## src/rtl/tomasulo_pkg.sv

```systemverilog
// Definitions shared by the Tomasulo reservation stations and functional units.
package tomasulo_pkg;

    localparam int unsigned RS_TAG_W   = 3;
    localparam int unsigned CDB_DATA_W = 16;

    // Tag 0 marks an operand with no pending producer; never issued to a unit.
    localparam logic [RS_TAG_W-1:0] TAG_NONE = '0;

    typedef enum logic {
        OP_MUL  = 1'b0,
        OP_MULH = 1'b1
    } op_e;

endpackage

```

## src/rtl/mult_functional_unit_if.sv

```systemverilog
// Issue and CDB handshake between the multiplier stations, the unit and the CDB arbiter.
interface mult_functional_unit_if
    import tomasulo_pkg::*;
#(
    parameter int unsigned DATA_W = CDB_DATA_W,
    parameter int unsigned TAG_W  = RS_TAG_W
);

    logic              issue_valid;
    logic              issue_ready;
    logic [TAG_W-1:0]  issue_tag;
    logic              issue_op;
    logic [DATA_W-1:0] issue_vj;
    logic [DATA_W-1:0] issue_vk;
    logic              cdb_req;
    logic              cdb_grant;
    logic [TAG_W-1:0]  cdb_tag;
    logic [DATA_W-1:0] cdb_data;
    logic              busy;

    modport master (
        output issue_valid, issue_tag, issue_op, issue_vj, issue_vk, cdb_grant,
        input  issue_ready, cdb_req, cdb_tag, cdb_data, busy
    );

    modport slave (
        input  issue_valid, issue_tag, issue_op, issue_vj, issue_vk, cdb_grant,
        output issue_ready, cdb_req, cdb_tag, cdb_data, busy
    );

endinterface

```

## src/rtl/cdb_out_buffer.sv

```systemverilog
// Result FIFO in front of the CDB; head stays visible (last popped value) when empty.
module cdb_out_buffer #(
    parameter int unsigned WIDTH = 19,
    parameter int unsigned DEPTH = 2
) (
    input  logic             clk,
    input  logic             rst,
    input  logic             push,
    input  logic             pop,
    input  logic [WIDTH-1:0] wdata,
    output logic             full,
    output logic             empty,
    output logic [WIDTH-1:0] rdata
);

    localparam int unsigned PTR_W = (DEPTH > 1) ? $clog2(DEPTH) : 1;
    localparam int unsigned CNT_W = $clog2(DEPTH + 1);

    logic [WIDTH-1:0] mem [DEPTH];
    logic [PTR_W-1:0] wr_ptr_q, rd_ptr_q;
    logic [CNT_W-1:0] count_q;
    logic [WIDTH-1:0] last_q;
    logic             do_push, do_pop;

    function automatic logic [PTR_W-1:0] next_ptr(input logic [PTR_W-1:0] ptr);
        return (ptr == PTR_W'(DEPTH - 1)) ? '0 : ptr + PTR_W'(1);
    endfunction

    always_comb begin
        empty   = (count_q == '0);
        full    = (count_q == CNT_W'(DEPTH));
        do_pop  = pop && !empty;
        do_push = push && (!full || do_pop);
        rdata   = empty ? last_q : mem[rd_ptr_q];
    end

    always_ff @(posedge clk or posedge rst) begin
        if (rst) begin
            wr_ptr_q <= '0;
            rd_ptr_q <= '0;
            count_q  <= '0;
            last_q   <= '0;
        end else begin
            if (do_push) wr_ptr_q <= next_ptr(wr_ptr_q);
            if (do_pop) begin
                rd_ptr_q <= next_ptr(rd_ptr_q);
                last_q   <= mem[rd_ptr_q];
            end
            if (do_push && !do_pop) begin
                count_q <= count_q + CNT_W'(1);
            end else if (do_pop && !do_push) begin
                count_q <= count_q - CNT_W'(1);
            end
        end
    end

    // Storage needs no reset: it is only observed while the count says it is valid.
    always_ff @(posedge clk) begin
        if (do_push) mem[wr_ptr_q] <= wdata;
    end

endmodule

```

## src/rtl/mult_functional_unit.sv

```systemverilog
// Fixed-latency multiply unit: issue -> LATENCY-stage pipeline -> result FIFO -> CDB request.
module mult_functional_unit
    import tomasulo_pkg::*;
#(
    parameter int unsigned DATA_W   = CDB_DATA_W,
    parameter int unsigned TAG_W    = RS_TAG_W,
    parameter int unsigned LATENCY  = 3,
    parameter int unsigned OB_DEPTH = 2
) (
    input  logic                   clk,
    input  logic                   rst,
    mult_functional_unit_if.slave  bus
);

    localparam int unsigned PROD_W = 2 * DATA_W;

    logic              st_valid_q [LATENCY];
    logic [TAG_W-1:0]  st_tag_q   [LATENCY];
    op_e               st_op_q    [LATENCY];
    logic [PROD_W-1:0] st_prod_q  [LATENCY];

    logic                    stall, push, pop, ob_full, ob_empty, busy_c;
    logic [PROD_W-1:0]       product;
    logic [DATA_W-1:0]       result;
    logic [TAG_W+DATA_W-1:0] head;

    assign product = {{DATA_W{1'b0}}, bus.issue_vj} * {{DATA_W{1'b0}}, bus.issue_vk};

    always_comb begin
        pop    = !ob_empty && bus.cdb_grant;
        // A full buffer only blocks the final stage if nothing drains this cycle.
        stall  = st_valid_q[LATENCY-1] && ob_full && !pop;
        push   = st_valid_q[LATENCY-1] && !stall;
        result = (st_op_q[LATENCY-1] == OP_MULH) ? st_prod_q[LATENCY-1][PROD_W-1:DATA_W]
                                                 : st_prod_q[LATENCY-1][DATA_W-1:0];
        busy_c = !ob_empty;
        for (int i = 0; i < LATENCY; i++) busy_c = busy_c | st_valid_q[i];
    end

    always_ff @(posedge clk or posedge rst) begin
        if (rst) begin
            for (int i = 0; i < LATENCY; i++) begin
                st_valid_q[i] <= 1'b0;
                st_tag_q[i]   <= '0;
                st_op_q[i]    <= OP_MUL;
                st_prod_q[i]  <= '0;
            end
        end else if (!stall) begin
            st_valid_q[0] <= bus.issue_valid;
            st_tag_q[0]   <= bus.issue_tag;
            st_op_q[0]    <= op_e'(bus.issue_op);
            st_prod_q[0]  <= product;
            for (int i = 1; i < LATENCY; i++) begin
                st_valid_q[i] <= st_valid_q[i-1];
                st_tag_q[i]   <= st_tag_q[i-1];
                st_op_q[i]    <= st_op_q[i-1];
                st_prod_q[i]  <= st_prod_q[i-1];
            end
        end
    end

    cdb_out_buffer #(
        .WIDTH (TAG_W + DATA_W),
        .DEPTH (OB_DEPTH)
    ) u_ob (
        .clk   (clk),
        .rst   (rst),
        .push  (push),
        .pop   (pop),
        .wdata ({st_tag_q[LATENCY-1], result}),
        .full  (ob_full),
        .empty (ob_empty),
        .rdata (head)
    );

    assign bus.issue_ready = !stall;
    assign bus.cdb_req     = !ob_empty;
    assign bus.cdb_tag     = head[TAG_W+DATA_W-1:DATA_W];
    assign bus.cdb_data    = head[DATA_W-1:0];
    assign bus.busy        = busy_c;

endmodule

```

## src/flat_wrapper.sv

```systemverilog
// flat-port wrapper written by rule: the top's interface ports become plain ports
module mult_functional_unit_flat import tomasulo_pkg::*;
#(
    parameter int unsigned DATA_W   = CDB_DATA_W,
    parameter int unsigned TAG_W    = RS_TAG_W,
    parameter int unsigned LATENCY  = 3,
    parameter int unsigned OB_DEPTH = 2
)
  (clk, rst, bus_issue_valid, bus_issue_tag, bus_issue_op, bus_issue_vj, bus_issue_vk, bus_cdb_grant, bus_issue_ready, bus_cdb_req, bus_cdb_tag, bus_cdb_data, bus_busy);
  mult_functional_unit_if #(.DATA_W(DATA_W), .TAG_W(TAG_W)) bus_i ();
  input  logic clk;
  input  logic rst;
  input wire logic [$bits(bus_i.issue_valid)-1:0] bus_issue_valid;
  input wire logic [$bits(bus_i.issue_tag)-1:0] bus_issue_tag;
  input wire logic [$bits(bus_i.issue_op)-1:0] bus_issue_op;
  input wire logic [$bits(bus_i.issue_vj)-1:0] bus_issue_vj;
  input wire logic [$bits(bus_i.issue_vk)-1:0] bus_issue_vk;
  input wire logic [$bits(bus_i.cdb_grant)-1:0] bus_cdb_grant;
  output wire logic [$bits(bus_i.issue_ready)-1:0] bus_issue_ready;
  output wire logic [$bits(bus_i.cdb_req)-1:0] bus_cdb_req;
  output wire logic [$bits(bus_i.cdb_tag)-1:0] bus_cdb_tag;
  output wire logic [$bits(bus_i.cdb_data)-1:0] bus_cdb_data;
  output wire logic [$bits(bus_i.busy)-1:0] bus_busy;
  assign bus_i.issue_valid = bus_issue_valid;
  assign bus_i.issue_tag = bus_issue_tag;
  assign bus_i.issue_op = bus_issue_op;
  assign bus_i.issue_vj = bus_issue_vj;
  assign bus_i.issue_vk = bus_issue_vk;
  assign bus_i.cdb_grant = bus_cdb_grant;
  assign bus_issue_ready = bus_i.issue_ready;
  assign bus_cdb_req = bus_i.cdb_req;
  assign bus_cdb_tag = bus_i.cdb_tag;
  assign bus_cdb_data = bus_i.cdb_data;
  assign bus_busy = bus_i.busy;
  mult_functional_unit #(.DATA_W(DATA_W), .TAG_W(TAG_W), .LATENCY(LATENCY), .OB_DEPTH(OB_DEPTH)) u_core (.clk(clk), .rst(rst), .bus(bus_i));
endmodule
```

## config.mk

```make
export PLATFORM = sky130hd
export DESIGN_NAME = mult_functional_unit_flat
export DESIGN_NICKNAME = d
export VERILOG_FILES = /design/src/rtl/tomasulo_pkg.sv /design/src/rtl/mult_functional_unit_if.sv /design/src/rtl/cdb_out_buffer.sv /design/src/rtl/mult_functional_unit.sv /design/src/flat_wrapper.sv
export SDC_FILE = /design/constraint.sdc
export NUM_CORES = 1
export LEC_CHECK = 0
export ABC_AREA = 0
export BUFFER_PORTS_ARGS = -buffer_cell sky130_fd_sc_hd__buf_2
export CORE_MARGIN = 5
export CORE_UTILIZATION = 64
export CTS_CLUSTER_DIAMETER = 60
export DETAILED_ROUTE_END_ITERATION = 10
export GPL_ROUTABILITY_DRIVEN = 1
export GPL_TIMING_DRIVEN = 1
export PLACE_DENSITY_LB_ADDON = 0.15
export SYNTH_ARGS = -nofsm -noshare
export SYNTH_HDL_FRONTEND = slang
export SYNTH_HIERARCHICAL = 1
export SYNTH_SLANG_ARGS = --single-unit
```

## constraint.sdc

```tcl
create_clock -name clk -period 4.6 [get_ports clk]
set_clock_uncertainty 0.05 [all_clocks]
set_input_delay 0.92 -clock clk [delete_from_list [all_inputs] [get_ports clk]]
set_output_delay 0.92 -clock clk [all_outputs]
set_load 0.1 [all_outputs]
```

==> out/metrics.cfg <==
[status]
status = finished, violations left
violations = setup timing

[routing]
vias = 11500
avgViaCountPerCell = 5.35
wl_per_cell_um = 16.2
wl_mm = 34.9
drt-initial-drc-count = 629
ant_nets = 0
drc = 0
first_pass_iters = 5

[timing]
slew-limit-headroom_pct = 30.7
period_share_pct = 127
drv_slew = 0
finalSetupViolCount = 23
setup_slack_ns = -1.24
finalHoldViolCount = 0
max_freq_mhz = 171
worst_pin_slew_ns = 1.04
min_period_ns = 5.84
rsz0062_at_grt = yes

[worst_setup_path]
crit_required_ns = 4.81
worst-r2r-setup-slack_ns = 2.03
startpoint = bus_issue_vj[5]
rr_worst_depth = 12
end_kind = register
crit_path_start_kind = primary input
critPathMaxFanout = 6
rr_endpoint = u_core/u_ob/count_q[1]$_DFFE_PP0P_
timing.rr.start = u_core/u_ob/count_q[0]$_DFFE_PP0P_
critPathKind = in2reg
crit_arrival_ns = 6.04

[synth]
ys_seq_area_share_pct = 29.4
netlist_area_mm2 = 0.0153
ys_seq_elements = 172
synthArstFlopShare_pct = 77.9
synth-edff-count = 38
synth_cells = 1640
syn_area_per_cell_um2 = 9.31
yosys_warnings = 6
synth-main-ff-cell = dfrtp_1
synth_nets = 1979
synth.distinct_cells = 55

[floorplan]
die_area_mm2 = 0.0270
core_area_mm2 = 0.0235
die_h_um = 164
die_w_um = 164
num_rows = 56
start_util_pct = 65.0
io_pins = 62

[clocking]
cts.clk_slew.worst_paths_ns = 0.06
htreeDepth = 4
cts_buffers = 17
cts_root_buf = clkbuf_16
clock_sinks = 172
clkLatencyLatePin_ns = 0.41
postCtsHoldBufs = 0
cts.path.max_buffers = 2
tritoncts = yes

[grt]
antenna_found_initial = 0
grt_first_pass_wirelength_mm = 58.9
grt_pass1_vias = 12400
grt-ovfl-total = 0
grt.total_usage_pct = 27.1
grt_max_degree = 105

[finish]
regArea_mm2 = 0.00449
drive_above_1_share_pct = 24.9
fin_nets = 2161
layout_common_cells = 414 x nand2_1, 210 x inv_1, 179 x fa_1
fin_cells = 2154
multi_input_area_mm2 = 0.0104
layout_commonest_cell = nand2_1
fillCellCount = 1451
n_antenna_cell = 0
areaGrowthSynthToFinish_pct = 23.1

[run]
cap_viol_max_count = 0

[placed_design]
dp.cells = 2093
io_buffers = 61
place_congestion = 0.952
hpwl_mm = 26.3

[min_path]
min_path_type = reg2reg
min_to = u_core/st_op_q[1]$_DFFE_PP0N_
min_path_cells = 2
hold_start = u_core/st_op_q[1]$_DFFE_PP0N_

kinds of logic after synthesis:
family | Yosys count | synth area share (%)
buf+inv | 307 | 7.67
flops | 172 | 29.4
xor+xnor | 27 | 1.55
compound gates | 149 | 6.12
mux | 36 | 2.49
fa+ha+maj | 299 | 34.1
simple gates | 650 | 18.7
worst max-delay path by stage:
stage | end | slack (ns) | cells after the start
floorplan | u_core/st_prod_q[90]$_DFFE_PP0N_ | -1.24 | 20
global placement | u_core/st_prod_q[91]$_DFFE_PP0N_ | -1.55 | 22
detailed placement | u_core/st_prod_q[91]$_DFFE_PP0N_ | -1.66 | 21
CTS | u_core/st_prod_q[92]$_DFFE_PP0N_ | -1.10 | 21
global route | u_core/st_prod_q[91]$_DFFE_PP0N_ | -1.38 | 23
finish | u_core/st_prod_q[87]$_DFFE_PP0N_ | -1.24 | 22
area by class of cell:
class	count	share of cell area (%)
multi-input combinational	1161	55.2
sequential	172	23.9
timing repair buffer	235	10.7
inverter	235	4.72
clock buffer	22	2.47
tap	319	2.12
clock inverter	10	0.866
cells in the mapped netlist, types with 2 or more instances:
master    instances  area, um2
a211oi_1          4       30.0
a31oi_1           8       50.1
nand2_2           2       12.5
a21boi_0          2       15.0
nor2b_1           2       12.5
o21ai_0          36        180
nand2_1         435       1630
a41oi_1           2       17.5
xor2_1           10       87.6
mux2i_1          20        200
buf_2             9       45.0
and3_1            4       25.0
nor2_1           50        188
edfxtp_1         38       1140
nor3b_1           3       22.5
ha_1            105       1310
nand4_1           3       18.8
xnor2_1          17        149
mux2_2           16        180
nor3_1            7       35.0
o21a_1            4       30.0
nand3_1           9       45.0
fa_1            194       3880
and2_1          123        769
o21ai_1           7       35.0
a21oi_1          46        230
a21oi_2           9       78.8
nand2b_1          4       25.0
clkbuf_1         61        229
dfrtp_1         134       3350
o21bai_1          5       37.5
a21o_1           11       82.6
a211o_1           3       26.3
inv_1           234        878
o31ai_1           3       22.5
state kept, by name, summed over array words and instances, names as in the netlist:
name,flops
u_core/u_ob/count_q,2
u_core/st_prod_q,96
u_core/u_ob/last_q,19
u_core/st_op_q,3
u_core/st_tag_q,9
u_core/st_valid_q,3
u_core/u_ob/mem,38
u_core/u_ob/wr_ptr_q,1
u_core/u_ob/rd_ptr_q,1
stage by stage:
| step | util (%) | TNS, ns | hold WS (ns) | instance area (um2) | worst slack (ns) |
|---|---|---|---|---|---|
| finish | 80.0 | -21.75 | 0.419 | 18800 | -1.24 |
| global route | 80.0 | -25.03 | 0.431 | 18800 | -1.38 |
| detailed placement | 72.7 | -32.96 | 0.402 | 17100 | -1.66 |
| CTS | 78.9 | -19.01 | 0.419 | 18500 | -1.10 |
| global placement | 72.7 | -31.06 | 0.393 | 17100 | -1.55 |
| floorplan | - | -21.67 | 0.383 | 15800 | -1.24 |
critical path, stage by stage:
cell	delay, ns
buf_12	0.11
buf_4	0.14
and2_4	0.13
fa_1	0.53
inv_1	0.05
fa_1	0.52
inv_1	0.07
fa_2	0.53
fa_2	0.44
fa_1	0.49
inv_1	0.05
fa_1	0.37
inv_2	0.08
ha_4	0.21
a21o_1	0.18
a211o_1	0.31
o22a_4	0.25
buf_4	0.15
buf_12	0.12
a31oi_4	0.16
xnor2_2	0.14
o21ai_1	0.08
repair_timing:
action / in CTS / in global routing
cloned: 1 / 0
setup endpoints to repair: 24 / 25
endpoints found under the hold margin: 0 / 0
gates resized for setup: 171 / 62
buffers inserted: 22 / 11
pin swaps: 59 / 46
layer usage:
layer / part of all wire (%) / vias to the layer above / global-route usage (%)
met2: 52 / 325 / 48.7
met4: 3.4 / 0 / 9.75
met5: 0 / - / 0
li1: - / 5415 / -
met3: 4.0 / 83 / 3.94
met1: 40 / 5703 / 33.5
Power is not shown: default switching activity piles up to over one toggle a cycle in this logic, so the estimate is an artifact.
